**config.mk**
```make
export PLATFORM = sky130hd
export DESIGN_NAME = fuel_trip_sequencer_flat
export DESIGN_NICKNAME = d
export VERILOG_FILES = /design/src/rtl/fuel_trip_sequencer_if.sv /design/src/rtl/fuel_trip_sequencer.sv /design/src/flat_wrapper.sv
export SDC_FILE = /design/constraint.sdc
export NUM_CORES = 1
export LEC_CHECK = 0
export ABC_CLOCK_PERIOD_IN_PS = 2300
export CAP_MARGIN = 25
export CORE_MARGIN = 5
export CORE_UTILIZATION = 49
export DETAILED_ROUTE_END_ITERATION = 8
export PLACE_DENSITY = 0.76
export SLEW_MARGIN = 20
export SYNTH_ARGS = -nofsm -noshare
export SYNTH_HDL_FRONTEND = slang
export SYNTH_SLANG_ARGS = --single-unit
```
**constraint.sdc**
```tcl
create_clock -name clk -period 2.3 [get_ports clk]
set_clock_uncertainty 0.1 [all_clocks]
set_input_delay 0.345 -clock clk [delete_from_list [all_inputs] [get_ports clk]]
set_output_delay 0.345 -clock clk [all_outputs]
set_load 0.02 [all_outputs]
```
**src/rtl/fuel_trip_sequencer_if.sv**
```systemverilog
// Segment request channel between the mileage-averaging stage and the
// fuel-trip sequencer.
//
// Handshake: a segment transfers on a rising clk edge where seg_valid and
// seg_ready are both 1. The master holds distance/avg_mileage stable while
// seg_valid is high and it has not been accepted yet. seg_ready may depend
// combinationally on sequencer state and tank_load, but never on seg_valid.
//
// Signals:
//   seg_valid    master -> slave  segment request valid
//   seg_ready    slave  -> master sequencer can take a segment this cycle
//   distance     master -> slave  segment distance (dividend)
//   avg_mileage  master -> slave  segment average mileage (divisor)
interface fuel_trip_sequencer_if #(
  parameter int DIST_W = 4,
  parameter int MIL_W  = 8
);
  logic              seg_valid;
  logic              seg_ready;
  logic [DIST_W-1:0] distance;
  logic [MIL_W-1:0]  avg_mileage;

  modport master (
    output seg_valid,
    output distance,
    output avg_mileage,
    input  seg_ready
  );

  modport slave (
    input  seg_valid,
    input  distance,
    input  avg_mileage,
    output seg_ready
  );
endinterface

```
**src/rtl/fuel_trip_sequencer.sv**
```systemverilog
// Fuel-gauge sequencer. It takes trip segments (distance, avg_mileage) and
// divides them with a shared 1-bit/cycle restoring divider
// (fuel_used = distance / avg_mileage). It then updates remaining fuel, the
// accumulated consumption and the low/critical fuel LEDs.
//
// Ports:
//   clk                  in   rising-edge system clock
//   reset_n              in   asynchronous active-low reset
//   tank_load            in   pulse: load input_fuel as tank level (IDLE only)
//   input_fuel           in   tank level to load
//   seg                  slave modport of fuel_trip_sequencer_if
//   busy                 out  sequencer not in IDLE
//   done                 out  one-cycle pulse, segment results updated
//   fuel_used            out  quotient of the last segment
//   remaining_fuel       out  current tank level, floors at 0
//   total_fuel_consumed  out  fuel used since last tank_load, saturating
//   div_err              out  sticky: a segment had avg_mileage == 0
//   LED1                 out  low-fuel warning  (CRIT_TH < remaining <= LOW_TH)
//   LED2                 out  critical warning  (remaining <= CRIT_TH)
//   state_dbg            out  current FSM state encoding
module fuel_trip_sequencer #(
  parameter int FUEL_W  = 5,
  parameter int DIST_W  = 4,
  parameter int MIL_W   = 8,
  parameter int LOW_TH  = 5,
  parameter int CRIT_TH = 2
) (
  input  logic              clk,
  input  logic              reset_n,
  input  logic              tank_load,
  input  logic [FUEL_W-1:0] input_fuel,
  fuel_trip_sequencer_if.slave seg,
  output logic              busy,
  output logic              done,
  output logic [DIST_W-1:0] fuel_used,
  output logic [FUEL_W-1:0] remaining_fuel,
  output logic [FUEL_W-1:0] total_fuel_consumed,
  output logic              div_err,
  output logic              LED1,
  output logic              LED2,
  output logic [1:0]        state_dbg
);

  localparam int CNT_W = (DIST_W > 1) ? $clog2(DIST_W) : 1;
  // Arithmetic width wide enough for either operand plus one carry bit.
  localparam int SUM_W = ((FUEL_W > DIST_W) ? FUEL_W : DIST_W) + 1;
  localparam logic [FUEL_W-1:0] LOW_V  = FUEL_W'(LOW_TH);
  localparam logic [FUEL_W-1:0] CRIT_V = FUEL_W'(CRIT_TH);

  typedef enum logic [1:0] {
    S_IDLE   = 2'd0,
    S_DIVIDE = 2'd1,
    S_UPDATE = 2'd2
  } state_t;

  state_t state, state_nxt;

  logic [DIST_W-1:0] dist_q;
  logic [MIL_W-1:0]  div_q;
  logic [MIL_W:0]    rem_q;
  logic [DIST_W-1:0] quo_q;
  logic [CNT_W-1:0]  cnt_q;

  logic              accept;
  logic [MIL_W:0]    trial;
  logic              trial_ge;
  logic [MIL_W:0]    trial_diff;
  logic [SUM_W-1:0]  rem_ext;
  logic [SUM_W-1:0]  tot_ext;
  logic [SUM_W-1:0]  quo_ext;
  logic [SUM_W-1:0]  sum_ext;
  logic [FUEL_W-1:0] new_rem;
  logic [FUEL_W-1:0] new_total;

  function automatic logic led_crit(input logic [FUEL_W-1:0] v);
    return (v <= CRIT_V);
  endfunction

  function automatic logic led_low(input logic [FUEL_W-1:0] v);
    return (v > CRIT_V) && (v <= LOW_V);
  endfunction

  // tank_load wins over a pending segment in IDLE, so ready drops with it.
  assign seg.seg_ready = (state == S_IDLE) && !tank_load;
  assign accept        = seg.seg_valid && seg.seg_ready;
  assign busy          = (state != S_IDLE);
  assign state_dbg     = state;

  // Restoring divider step: shift in the next dividend bit (MSB first) and
  // subtract the divisor when it fits. The remainder always stays below the
  // divisor, so its top bit is free to absorb the shift.
  always_comb begin
    trial      = {rem_q[MIL_W-1:0], dist_q[cnt_q]};
    trial_ge   = (trial >= {1'b0, div_q});
    trial_diff = trial - {1'b0, div_q};
  end

  // Segment result arithmetic: remaining floors at 0, total clamps at max.
  always_comb begin
    rem_ext = SUM_W'(remaining_fuel);
    tot_ext = SUM_W'(total_fuel_consumed);
    quo_ext = SUM_W'(quo_q);
    sum_ext = tot_ext + quo_ext;
    new_rem = '0;
    if (rem_ext >= quo_ext) begin
      new_rem = FUEL_W'(rem_ext - quo_ext);
    end
    new_total = FUEL_W'(sum_ext);
    if (|sum_ext[SUM_W-1:FUEL_W]) begin
      new_total = '1;
    end
  end

  always_ff @(posedge clk or negedge reset_n) begin
    if (!reset_n) begin
      state <= S_IDLE;
    end else begin
      state <= state_nxt;
    end
  end

  always_comb begin
    state_nxt = state;
    case (state)
      S_IDLE: begin
        if (accept) begin
          // A zero divisor skips the divider entirely.
          state_nxt = (seg.avg_mileage == '0) ? S_UPDATE : S_DIVIDE;
        end
      end
      S_DIVIDE: begin
        if (cnt_q == '0) begin
          state_nxt = S_UPDATE;
        end
      end
      S_UPDATE: state_nxt = S_IDLE;
      default:  state_nxt = S_IDLE;
    endcase
  end

  always_ff @(posedge clk or negedge reset_n) begin
    if (!reset_n) begin
      dist_q              <= '0;
      div_q               <= '0;
      rem_q               <= '0;
      quo_q               <= '0;
      cnt_q               <= '0;
      done                <= 1'b0;
      fuel_used           <= '0;
      remaining_fuel      <= '0;
      total_fuel_consumed <= '0;
      div_err             <= 1'b0;
      LED1                <= 1'b0;
      LED2                <= 1'b0;
    end else begin
      done <= 1'b0;
      case (state)
        S_IDLE: begin
          if (tank_load) begin
            remaining_fuel      <= input_fuel;
            total_fuel_consumed <= '0;
            div_err             <= 1'b0;
            LED1                <= led_low(input_fuel);
            LED2                <= led_crit(input_fuel);
          end else if (accept) begin
            dist_q <= seg.distance;
            div_q  <= seg.avg_mileage;
            rem_q  <= '0;
            quo_q  <= '0;
            cnt_q  <= CNT_W'(DIST_W - 1);
          end
        end
        S_DIVIDE: begin
          if (trial_ge) begin
            rem_q        <= trial_diff;
            quo_q[cnt_q] <= 1'b1;
          end else begin
            rem_q <= trial;
          end
          cnt_q <= cnt_q - 1'b1;
        end
        S_UPDATE: begin
          fuel_used           <= quo_q;
          remaining_fuel      <= new_rem;
          total_fuel_consumed <= new_total;
          LED1                <= led_low(new_rem);
          LED2                <= led_crit(new_rem);
          if (div_q == '0) begin
            div_err <= 1'b1;
          end
          done <= 1'b1;
        end
        default: ;
      endcase
    end
  end

endmodule

```
**src/flat_wrapper.sv**
```systemverilog
// flat-port wrapper written by rule: the top's interface ports become plain ports
module fuel_trip_sequencer_flat 
#(
  parameter int FUEL_W  = 5,
  parameter int DIST_W  = 4,
  parameter int MIL_W   = 8,
  parameter int LOW_TH  = 5,
  parameter int CRIT_TH = 2
)
  (clk, reset_n, tank_load, input_fuel, busy, done, fuel_used, remaining_fuel, total_fuel_consumed, div_err, LED1, LED2, state_dbg, seg_seg_valid, seg_distance, seg_avg_mileage, seg_seg_ready);
  fuel_trip_sequencer_if #(.DIST_W(DIST_W), .MIL_W(MIL_W)) seg_i ();
  input  logic clk;
  input  logic reset_n;
  input  logic tank_load;
  input  logic [FUEL_W-1:0] input_fuel;
  output logic busy;
  output logic done;
  output logic [DIST_W-1:0] fuel_used;
  output logic [FUEL_W-1:0] remaining_fuel;
  output logic [FUEL_W-1:0] total_fuel_consumed;
  output logic div_err;
  output logic LED1;
  output logic LED2;
  output logic [1:0] state_dbg;
  input wire logic [$bits(seg_i.seg_valid)-1:0] seg_seg_valid;
  input wire logic [$bits(seg_i.distance)-1:0] seg_distance;
  input wire logic [$bits(seg_i.avg_mileage)-1:0] seg_avg_mileage;
  output wire logic [$bits(seg_i.seg_ready)-1:0] seg_seg_ready;
  assign seg_i.seg_valid = seg_seg_valid;
  assign seg_i.distance = seg_distance;
  assign seg_i.avg_mileage = seg_avg_mileage;
  assign seg_seg_ready = seg_i.seg_ready;
  fuel_trip_sequencer #(.FUEL_W(FUEL_W), .DIST_W(DIST_W), .MIL_W(MIL_W), .LOW_TH(LOW_TH), .CRIT_TH(CRIT_TH)) u_core (.clk(clk), .reset_n(reset_n), .tank_load(tank_load), .input_fuel(input_fuel), .seg(seg_i), .busy(busy), .done(done), .fuel_used(fuel_used), .remaining_fuel(remaining_fuel), .total_fuel_consumed(total_fuel_consumed), .div_err(div_err), .LED1(LED1), .LED2(LED2), .state_dbg(state_dbg));
endmodule
```
==> results of run 1 <==
final timing paths:
path	from	end	slack (ps)
max	u_core.cnt_q[0]	u_core.rem_q[3]	-50
min	u_core.fuel_used[2]	u_core.fuel_used[2]	390
max reg2reg	u_core.cnt_q[0]	u_core.rem_q[3]	-50
min reg2reg	u_core.fuel_used[2]	u_core.fuel_used[2]	390
max in group asynchronous	reset_n	u_core.rem_q[3]	1130
min in group asynchronous	reset_n	u_core.remaining_fuel[2]	450
flip-flops by register name, summed over array words and instances (netlist names):
register,count
u_core.div_q,8
u_core.rem_q,8
u_core.remaining_fuel,5
u_core.total_fuel_consumed,5
u_core.dist_q,4
u_core.fuel_used,4
u_core.quo_q,4
u_core.cnt_q,2
u_core.state_dbg,2
u_core.LED1,1
u_core.LED2,1
u_core.div_err,1
u_core.done,1
what timing repair did:
item	4_1_cts	5_1_grt
hold buffers	1	0
resized for setup	3	9
gates cloned	0	0
endpoints found under the hold margin	21	0
endpoints found under the setup margin	9	14
buffers inserted	2	3
pin swaps	5	12
report_power, final:
part / internal (mW) / leakage [nW] / switching (mW) / total, mW
Sequential: 1.16 / 0.583 / 0.285 / 1.44
Combinational: 2.01 / 1.03 / 2.16 / 4.17
Clock: 0.243 / 0.0482 / 0.274 / 0.517
Total: 3.41 / 1.66 / 2.72 / 6.13
cell families (layout without fill, tap and decap cells):
logic type	after synthesis	after routing	synth area share [%]
AOI/OAI and AO/OA	88	88	19.8
xor gates and xnor gates	7	7	2.13
adders and majority gates	23	23	10.8
buffers and inverters	36	98	5.13
DFF	46	46	40.0
muxes	14	14	5.53
and+or+nand+nor	94	94	16.5
through the flow:
step	cell area [um^2]	setup WS [ps]	hold WS [ps]
after floorplan	2910	-21.4	-50.6
after CTS	3640	-73.6	391
after global placement	3510	3.00	254
final	3700	-54.3	390
after detailed placement	3510	-94.4	254
after global routing	3700	-151	431
layout make-up:
| type | instances | area [um^2] |
|---|---|---|
| timing repair buffer | 66 | 614 |
| multi-input combinational | 226 | 1660 |
| clock inverter | 1 | 5.00 |
| sequential | 46 | 1150 |
| fill | 486 | 2110 |
| tap | 75 | 93.8 |
| inverter | 24 | 90.1 |
| clock buffer | 7 | 86.3 |
placed cells by master (no fill, tap or decap), drive strengths merged, types with 6 or more instances in the layout:
cell / instances
nor2: 21
o21ai: 32
dfrtp: 46
inv: 23
a21oi: 20
nand3: 6
buf: 24
nor3: 6
mux2i: 8
nor2b: 6
clkbuf: 7
nand2: 33
ha: 20
clkdlybuf4s50: 41
routing by layer:
metal | share of wire [%] | GRT usage (%) | vias up
met4 | 3.3 | 8.78 | 0
met3 | 5.0 | 3.71 | 22
li1 | - | - | 1214
met5 | 0 | 0 | -
met1 | 43 | 24.8 | 1164
met2 | 48 | 30.5 | 69
worst max-delay path, stage by stage, from the launching register on:
cell and delay (ps):
dfrtp_1 380, mux4_2 520, inv_2 100, ha_4 130, nand2b_4 120, a21boi_4 50
o311ai_4 360, buf_6 190, mux2i_2 200, o21ai_1 80
==> metrics.cfg, run 1 <==
[placement]
port_buffers=42
dp.cells=431
gp_congestion=0.877
place_hpwl_mm=5.37

[cts]
h-tree-depth=2
clk_path_buf_depth=2
numCtsBuffers=5
cts_tree=yes
cts_sinks=46
root_buffer=clkbuf_8
clk_pin_slew_worst_paths_ps=80
clk_latency_ps=300

[outcome]
violations=setup timing
status=complete, but fails checks

[synth]
yosysTopAreaCellShare_pct=40.0
synthesis.nets=352
ys_async_sr_fraction_pct=100
synth_top_cell_by_area=dfrtp_1
yosysUniqueCellTypes=57
synth-edff-count=0
synth_area_leaders=dfrtp_1, ha_1, o21ai_0
yosysWarningCount=0
ys_ff_latch=46
synth_area_um2=2880
yosysSeqAreaShare_pct=40.0
syn_inst=308
yosys-top-cells-count=dfrtp_1, nand2_1, o21ai_0, inv_1, nor2_1
avgSynthCellArea_um2=9.34
ys.flop_type=dfrtp_1
yosysMostFrequentCell=dfrtp_1

[floorplan]
fp.dieW_um=86.6
die_area_um2=7500
row_count=28
design.core.area_um2=5820
io_pins=43
die_y_um=86.6
initial_core_util_pct=49.4

[detailed_routing]
ant_nets=0
drt-initial-drc-count=148
dr.pass1.iters=4
wl_per_cell_um=15.5
vias=2469
routed_via_density=5.55
wirelength_mm=6.90
drcViolationCount=0

[worst_hold_path]
min_path_cells=2
min_path_type=reg2reg

[layout]
finalNonFillerCells=445
diodes=0
fin_util_pct=63.6
final_nets=413
area_growth_pct=28.7
drive_gt1_share_pct=16.5

[sta]
finalWorstSetupSlack_ps=-54.3
fin_crit_sh_pct=102
worst_pin_slew_ps=706
fin_setup_tns_ps=-246
maxSlewHeadroom_pct=52.8
final_max_slew_viol_count=0
clock.fmax_mhz=425
rsz0062_at_grt=yes
hold_viol_final=0
setup_viol=7
min_period_ps=2350

[power_and_ir_drop]
power.density_nw_per_um2=1660
leakagePower_nw=1.66
total_power_mw=6.13
ir_worst_vdd_uv=870

[global_route]
antenna_found_initial=0
grt_pass1_vias=2429
grt_max_degree=26
grt_usage_pct=19.0
grt_first_pass_wirelength_mm=11.3
overflow=0

[critical_path]
rr_worst_depth=9
critical_path_required_ps=2380
start_kind=flip-flop
path_max_fanout=7
path_class=reg2reg
cp-end-kind=flip-flop
arrival_ps=2430

[job]
drv_cap=0

Power figures use the tool's default switching activity.
==> inputs of run 2 (changes only) <==
==> constraint.sdc (replaced) <==
create_clock -name clk -period 2.3 [get_ports clk]
set_clock_uncertainty 0.1 [all_clocks]
set_input_delay 0.345 -clock clk [delete_from_list [all_inputs] [get_ports clk]]
set_output_delay 0.345 -clock clk [all_outputs]
set_load 0.01 [all_outputs]
==> results of run 2 <==
Same layout as run 1 (identical final DEF). Status: complete, but fails checks: setup timing.
Among the figures that moved: total power 6.13 mW -> 6.01 mW; worst IR drop on VDD 870 uV -> 868 uV
==> inputs of run 3 (changes only) <==
--- a/config.mk
+++ b/config.mk
@@ -11,7 +11,6 @@
 export CORE_UTILIZATION = 49
 export DETAILED_ROUTE_END_ITERATION = 8
 export PLACE_DENSITY = 0.76
-export SLEW_MARGIN = 20
 export SYNTH_ARGS = -nofsm -noshare
 export SYNTH_HDL_FRONTEND = slang
 export SYNTH_SLANG_ARGS = --single-unit
==> results of run 3 <==
Same layout as run 1 (identical final DEF). Status: complete, but fails checks: setup timing.
Among the figures that moved: total power 6.13 mW -> 6.01 mW; worst IR drop on VDD 870 uV -> 868 uV
